==> config.mk <==
export PLATFORM = sky130hd
export DESIGN_NAME = if_fetch_queue
export DESIGN_NICKNAME = d
export VERILOG_FILES = /design/src/rtl/if_fetch_queue.sv
export SDC_FILE = /design/constraint.sdc
export NUM_CORES = 1
export LEC_CHECK = 0
export CORE_MARGIN = 3
export CORE_UTILIZATION = 40
export DETAILED_ROUTE_END_ITERATION = 7
export HOLD_SLACK_MARGIN = 0.1
export PLACE_DENSITY = 0.61
export SLEW_MARGIN = 20
export SYNTH_ARGS = -nofsm -noshare
export SYNTH_HDL_FRONTEND = slang
export SYNTH_SLANG_ARGS = --single-unit
==> constraint.sdc <==
create_clock -name clk -period 2.8 [get_ports clk]
set_input_delay 0.7 -clock clk [delete_from_list [all_inputs] [get_ports clk]]
set_output_delay 0.7 -clock clk [all_outputs]
set_load 0.05 [all_outputs]
==> src/rtl/if_fetch_queue.sv <==
// Instruction fetch queue between fetch and decode: a circular buffer of
// {pc, inst} entries with registered-state-only ready and flush on redirect.
module if_fetch_queue #(
  parameter int DEPTH = 4,
  parameter int CNT_W = 3
) (
  input  logic             clk,
  input  logic             rst,
  input  logic             in_valid,
  input  logic [63:0]      in_pc,
  input  logic [31:0]      in_inst,
  output logic             in_ready,
  input  logic             flush,
  output logic             out_valid,
  output logic [63:0]      out_pc,
  output logic [31:0]      out_inst,
  input  logic             out_ready,
  output logic [CNT_W-1:0] count
);

  localparam int PTR_W = $clog2(DEPTH);
  localparam int ENTRY_W = 96;
  localparam logic [CNT_W-1:0] FULL_CNT = CNT_W'(DEPTH);
  localparam logic [PTR_W-1:0] LAST_PTR = PTR_W'(DEPTH - 1);

  typedef logic [ENTRY_W-1:0] entry_t;

  entry_t           mem [DEPTH];
  entry_t           head;
  logic [PTR_W-1:0] wp;
  logic [PTR_W-1:0] rp;
  logic             push;
  logic             pop;

  function automatic logic [PTR_W-1:0] ptr_inc(input logic [PTR_W-1:0] p);
    logic [PTR_W-1:0] nxt;
    nxt = (p == LAST_PTR) ? '0 : p + 1'b1;
    return nxt;
  endfunction

  // Ready depends only on occupancy, so a full queue never accepts a push
  // even while the head is being consumed.
  assign in_ready  = (count != FULL_CNT);
  assign out_valid = (count != '0);
  assign push      = in_valid & in_ready & ~flush;
  assign pop       = out_valid & out_ready & ~flush;

  assign head      = mem[rp];
  assign out_pc    = head[95:32];
  assign out_inst  = head[31:0];

  always_ff @(posedge clk or negedge rst) begin
    if (!rst) begin
      wp    <= '0;
      rp    <= '0;
      count <= '0;
    end else if (flush) begin
      wp    <= '0;
      rp    <= '0;
      count <= '0;
    end else begin
      if (push) wp <= ptr_inc(wp);
      if (pop)  rp <= ptr_inc(rp);
      case ({push, pop})
        2'b10:   count <= count + 1'b1;
        2'b01:   count <= count - 1'b1;
        default: count <= count;
      endcase
    end
  end

  // Entries are cleared only by reset; a flush leaves stale data that is
  // never exposed because out_valid drops with the count.
  always_ff @(posedge clk or negedge rst) begin
    if (!rst) begin
      for (int i = 0; i < DEPTH; i++) mem[i] <= '0;
    end else if (push) begin
      mem[wp] <= {in_pc, in_inst};
    end
  end

endmodule

# Yosys cells after proc, flatten, opt, wreduce, memory -nomap -nowiden
# Index checks and enable logic that the tools add are counted.
[totals]
output_inout_bits = 101
in_bits = 101
register_bits = 391
[op_classes]
muxes = 14
n_reduce_logical = 5
order_cmp = 3
bitwise = 7
eq_ne = 5
n_addsub = 4
[op_table]
columns = ["cell", "count"]
rows = [
  ["384-bit bitwise mux", 1],
  ["96-bit 2-to-1 mux", 3],
  ["96-bit binary-select mux with 2-bit select", 1],
  ["96-bit demux with 2-bit select", 1],
  ["2-bit 2-to-1 mux", 6],
  ["2-bit equality test, second input constant", 3],
  ["3-bit >= comparator, second input constant", 2],
  ["2-bit NOT with 3-bit output", 2],
  ["3-bit one-hot mux with 2 select lines", 1],
  ["3-bit nonzero test", 2],
  ["2-bit by 1-bit adder with 2-bit output, second input constant", 2],
  ["1-bit bitwise AND", 4],
  ["2-bit nonzero test", 2],
  ["3-bit by 1-bit adder with 3-bit output, second input constant", 1],
  ["3-bit by 1-bit < comparator with 1-bit output, second input constant", 1],
  ["3-bit 2-to-1 mux", 1],
  ["3-bit != test, second input constant", 1],
  ["3-bit by 1-bit subtractor with 3-bit output, second input constant", 1],
  ["2-bit by 1-bit equality test with 1-bit output, second input constant", 1],
  ["1-bit logical AND", 1],
  ["1-bit NOT", 1],
]

# Depth between registers and ports, before layout
[depth]
ltp_word = 6
ltp_mapped = 8
mapped_depth_nobuf = 6

# Least setup slack after synthesis
# No wires, ideal clock.
[synth_path]
kind = "register to output"
from = "reg rp[0]"
to = "out out_pc[45]"
t_required_ns = 2.100
path_stages_with_launch = 5
arrival_ns = 1.751
slack_ns = 0.349
cell_sequence = "dfrtp_1 -> clkbuf_1 -> buf_4 -> buf_2 -> mux4_2"
[synth_between]
elab_chain_cells = 4
[synth_lines]
columns = ["item", "line_no", "rtl"]
rows = [
  ["start: declaration", "31", "logic [PTR_W-1:0] rp;"],
  ["start signal: assignment", "63", "if (pop) rp <= ptr_inc(rp);"],
  ["2-bit NOT with 3-bit output (not written as such)", "48", "assign head = mem[rp];"],
  ["96-bit binary-select mux with 2-bit select", "48", ""],
  ["96-bit 2-to-1 mux (not written as such) (2 in series)", "48", ""],
  ["end: declaration", "15", "output logic [63:0] out_pc,"],
]
# No other way between the ends. The select of a mux whose other input is x is not followed.

# Worst setup path after layout
[layout_path]
from = "reg rp[0]"
to = "out out_inst[4]"
[layout_between]
elab_chain_cells = 4
[layout_lines]
columns = ["item", "line_no", "rtl"]
rows = [
  ["2-bit NOT with 3-bit output (not written as such)", "48", ""],
  ["96-bit binary-select mux with 2-bit select", "48", ""],
  ["96-bit 2-to-1 mux (not written as such) (2 in series)", "48", ""],
  ["end: declaration", "16", "output logic [31:0] out_inst,"],
]
# No other way between the ends. The select of a mux whose other input is x is not followed.

==> metrics.cfg <==
[status]
outcome = complete, no violations

[global_routing]
grt.total_usage_pct = 17.7
grt_pass1_wl_um = 62200
grt_pass1_vias = 10512
antenna_found_initial = 0
grt_max_degree = 65
grt-ovfl-total = 0

[yosys]
synth_area_leaders = dfrtp_1 (57%), mux2_2 (23%), mux4_2 (13%), mux2_4 (3.5%), buf_2 (0.99%)
synth_fa_ha_area_share_pct = 0.480
synthCells = 994
synthMuxAreaShare_pct = 38.7
syn_nets = 1101
synthFlopType = dfrtp_1
synth_xor_area_share_pct = 0.0509
syn_area_um2 = 17200
synthSimpleGateAreaFrac_pct = 0.844
yosys_warnings = 0
synth_seq_cells = 391
synth_compound_area_share_pct = 0.648
ys_types = 35
synth_top_family_by_area = multiplexers
async_reset_ff_share_pct = 100
seq_area_frac_synth_pct = 56.9
synth_top_area_share_pct = 56.9
avgSynthCellArea_um2 = 17.3
synth-edff-count = 0
yosysTopAreaCell = dfrtp_1

[power]
irDropWorstVdd_v = 0.000532
switching_share_pct = 31.9
p_per_area_nw_per_um2 = 966
power_frac_comb_pct = 35.2
clockPowerShare_pct = 25.8
power_frac_seq_pct = 39.0
p_switching_mw = 6.78
p_leak_nw = 9.61
p_int_mw = 14.5

[route]
final_antenna_net_count = 0
drt_pass1_iterations = 4
wl_per_cell_um = 21.7
wl_um = 39200
drtIter0Drc = 363
vias = 9536
via_per_inst = 5.29
route.detailed.drc = 0

[setup_path]
required_ns = 2.10
endpoint_kind = output pin
cp_slowest_stage_delay_ns = 0.54
critPathSlowestCell = mux4_2
cp_common_cell = buf_12
path_cells = buf_12 -> buf_12 -> mux4_2 -> buf_6
start_kind = register
path_max_fanout = 9
worstSetupPathType = reg2out
cp_data_arrival_time_ns = 2.06

[floorplan]
die_h_um = 213
num_rows = 75
dieArea_um2 = 45500
core_area_um2 = 42200
die_w_um = 213
start_util_pct = 40.7
io_pins = 202

[timing]
worst_pin_slew_ns = 0.552
period_share_pct = 98.7
rsz0062_at_grt = true
relSlewSlack_pct = 63.1
drv_slew = 0
fmax_mhz = 362
skew_ns = 0.00810
fin_crit_ns = 2.76
layout_setup_ws_ns = 0.0366
hold_viol = 0
setup_viol = 0

[placed_design]
numPortBuffers = 201
place_ws_ns = 0.156
place_congestion = 0.766
dpl.hpwl_um = 24800
dp.cells = 1713

[clock_tree]
worstSkewPairLatency_ns = 0.55
clockRootBuffer = clkbuf_16
cts_buffer_depth = 3
numCtsBuffers = 44
clkTransAtPathRegs_ns = 0.06
cts_max_level = 2
clock-sinks = 391
cts_tree = built

[final_layout]
multi_input_area_um2 = 7040
antenna_cells = 0
fillCellCount = 3551
syn_to_final_growth_pct = 27.8
nNetsFinal = 1343
instances_no_fill = 1803
seq_area_um2 = 9790
drive_gt1_share_pct = 56.4

[job]
maxCapViolCount = 0

[worst_hold_path]
hp-class = reg2reg

==> path summary, 6_finish.rpt <==
path	depth (start not counted)	slack, ns	to	start
hold / removal	1	0.50	mem[258]$_DFFE_PN0P_	mem[258]$_DFFE_PN0P_
setup / recovery	4	0.04	out_inst[4]	rp[0]$_DFFE_PN0P_
hold reg to reg	1	0.50	mem[258]$_DFFE_PN0P_	mem[258]$_DFFE_PN0P_
setup reg to reg	6	0.43	count[1]$_DFFE_PN0P_	count[0]$_DFFE_PN0P_
min in group asynchronous	2	0.71	mem[140]$_DFFE_PN0P_	rst
max in group asynchronous	3	1.27	mem[348]$_DFFE_PN0P_	rst
==> state kept, by name, summed over array words and instances (netlist names) <==
register	count
count	3
wp	2
rp	2
mem	384
==> critical path, delay by kind of cell, from the launching register on <==
| family | cells | cell delay, ns |
|---|---|---|
| buffers and inverters | 3 | 0.51 |
| flip-flops | 1 | 0.46 |
| multiplexers | 1 | 0.54 |
==> per-layer routing <==
layer	GRT usage (%)	wire length (um)	vias up
met3	4.29	1830	50
met4	3.74	658	0
met5	0	0	-
li1	-	-	4224
met1	24.7	17700	5099
met2	28.6	19000	163
==> synth_stat cells (2+ instances only) <==
library cell,count
a2111oi_0,2
a21oi_1,7
buf_1,4
buf_2,34
buf_4,14
buf_6,6
clkbuf_1,10
dfrtp_1,391
ha_1,5
inv_1,4
mux2_2,344
mux2_4,40
mux4_2,96
nand2_1,2
nand2b_1,3
nand3_1,6
nor2_1,4
o21ai_0,3
or3_1,2
or3b_2,2
==> power groups by stage <==
stage               clock network, mW  logic (mW)  registers (mW)
finish                           5.48        7.48            8.28
floorplan                           0        5.26            8.07
CTS                              5.67        7.42            8.28
detailed placement                  0        6.94            8.40
global placement                    0        6.84            8.35
global route                     5.91        7.90            8.51
==> what timing repair did <==
| action | CTS | global route |
|---|---|---|
| setup buffers | 9 | 1 |
| endpoints found under the hold margin | 6 | 0 |
| resized for setup | 81 | 26 |
| setup endpoints to repair | 98 | 84 |
| pin swaps | 0 | 0 |
| cloned | 1 | 4 |
| hold buffers | 1 | 0 |
==> cell families after synthesis <==
family	after synthesis
adders and majority gates	6
DFF	391
AOI/OAI and AO/OA	18
and+or+nand+nor	24
buffers and inverters	73
muxes	481
xor gates and xnor gates	1
==> cell type report <==
type,count,share of cell area (%)
timing repair buffer,264,14.0
inverter,5,0.0854
multi-input combinational,530,32.0
sequential,391,44.6
clock inverter,6,0.159
clock buffer,68,6.06
tap,539,3.07
==> stage by stage <==
| stage | cell area [um^2] | power [mW] | utilization [%] | TNS, ns | hold slack (ns) |
|---|---|---|---|---|---|
| 3_3_place_gp | 19900 | 15.2 | 47.2 | 0 | 0.482 |
| 2_1_floorplan | 17200 | 13.3 | - | 0 | 0.404 |
| 3_5_place_dp | 19900 | 15.3 | 47.2 | 0 | 0.489 |
| 4_1_cts | 21800 | 21.4 | 51.5 | -0.946 | 0.501 |
| 5_1_grt | 22000 | 22.3 | 52.0 | -1.61 | 0.508 |
| 6_report | 22000 | 21.2 | 52.0 | 0 | 0.499 |
==> cell usage in the layout (no fill, tap or decap), drive strengths merged <==
cell	netlist	routed
mux2	384	384
clkinvlp	0	2
xnor2	1	1
ha	5	5
or3b	2	2
dlygate4sd2	0	2
clkdlybuf4s50	0	101
nor2	4	4
and3	1	1
or3	2	2
dlygate4sd3	0	1
o31ai	1	1
mux2i	1	1
buf	58	156
dfrtp	391	391
nand3	6	6
nand2b	3	3
nand2	2	2
nor2b	1	1
o22ai	1	1
inv	5	5
fa	1	1
nor3	1	1
a31oi	1	1
nor3b	1	1
a221oi	1	1
a2111oi	2	2
nand3b	1	1
a21o	1	1
a22oi	1	1
mux4	96	96
a21oi	7	7
clkbuf	10	72
clkinv	0	4
o21ai	3	3
(Power assumes the default switching activity.)
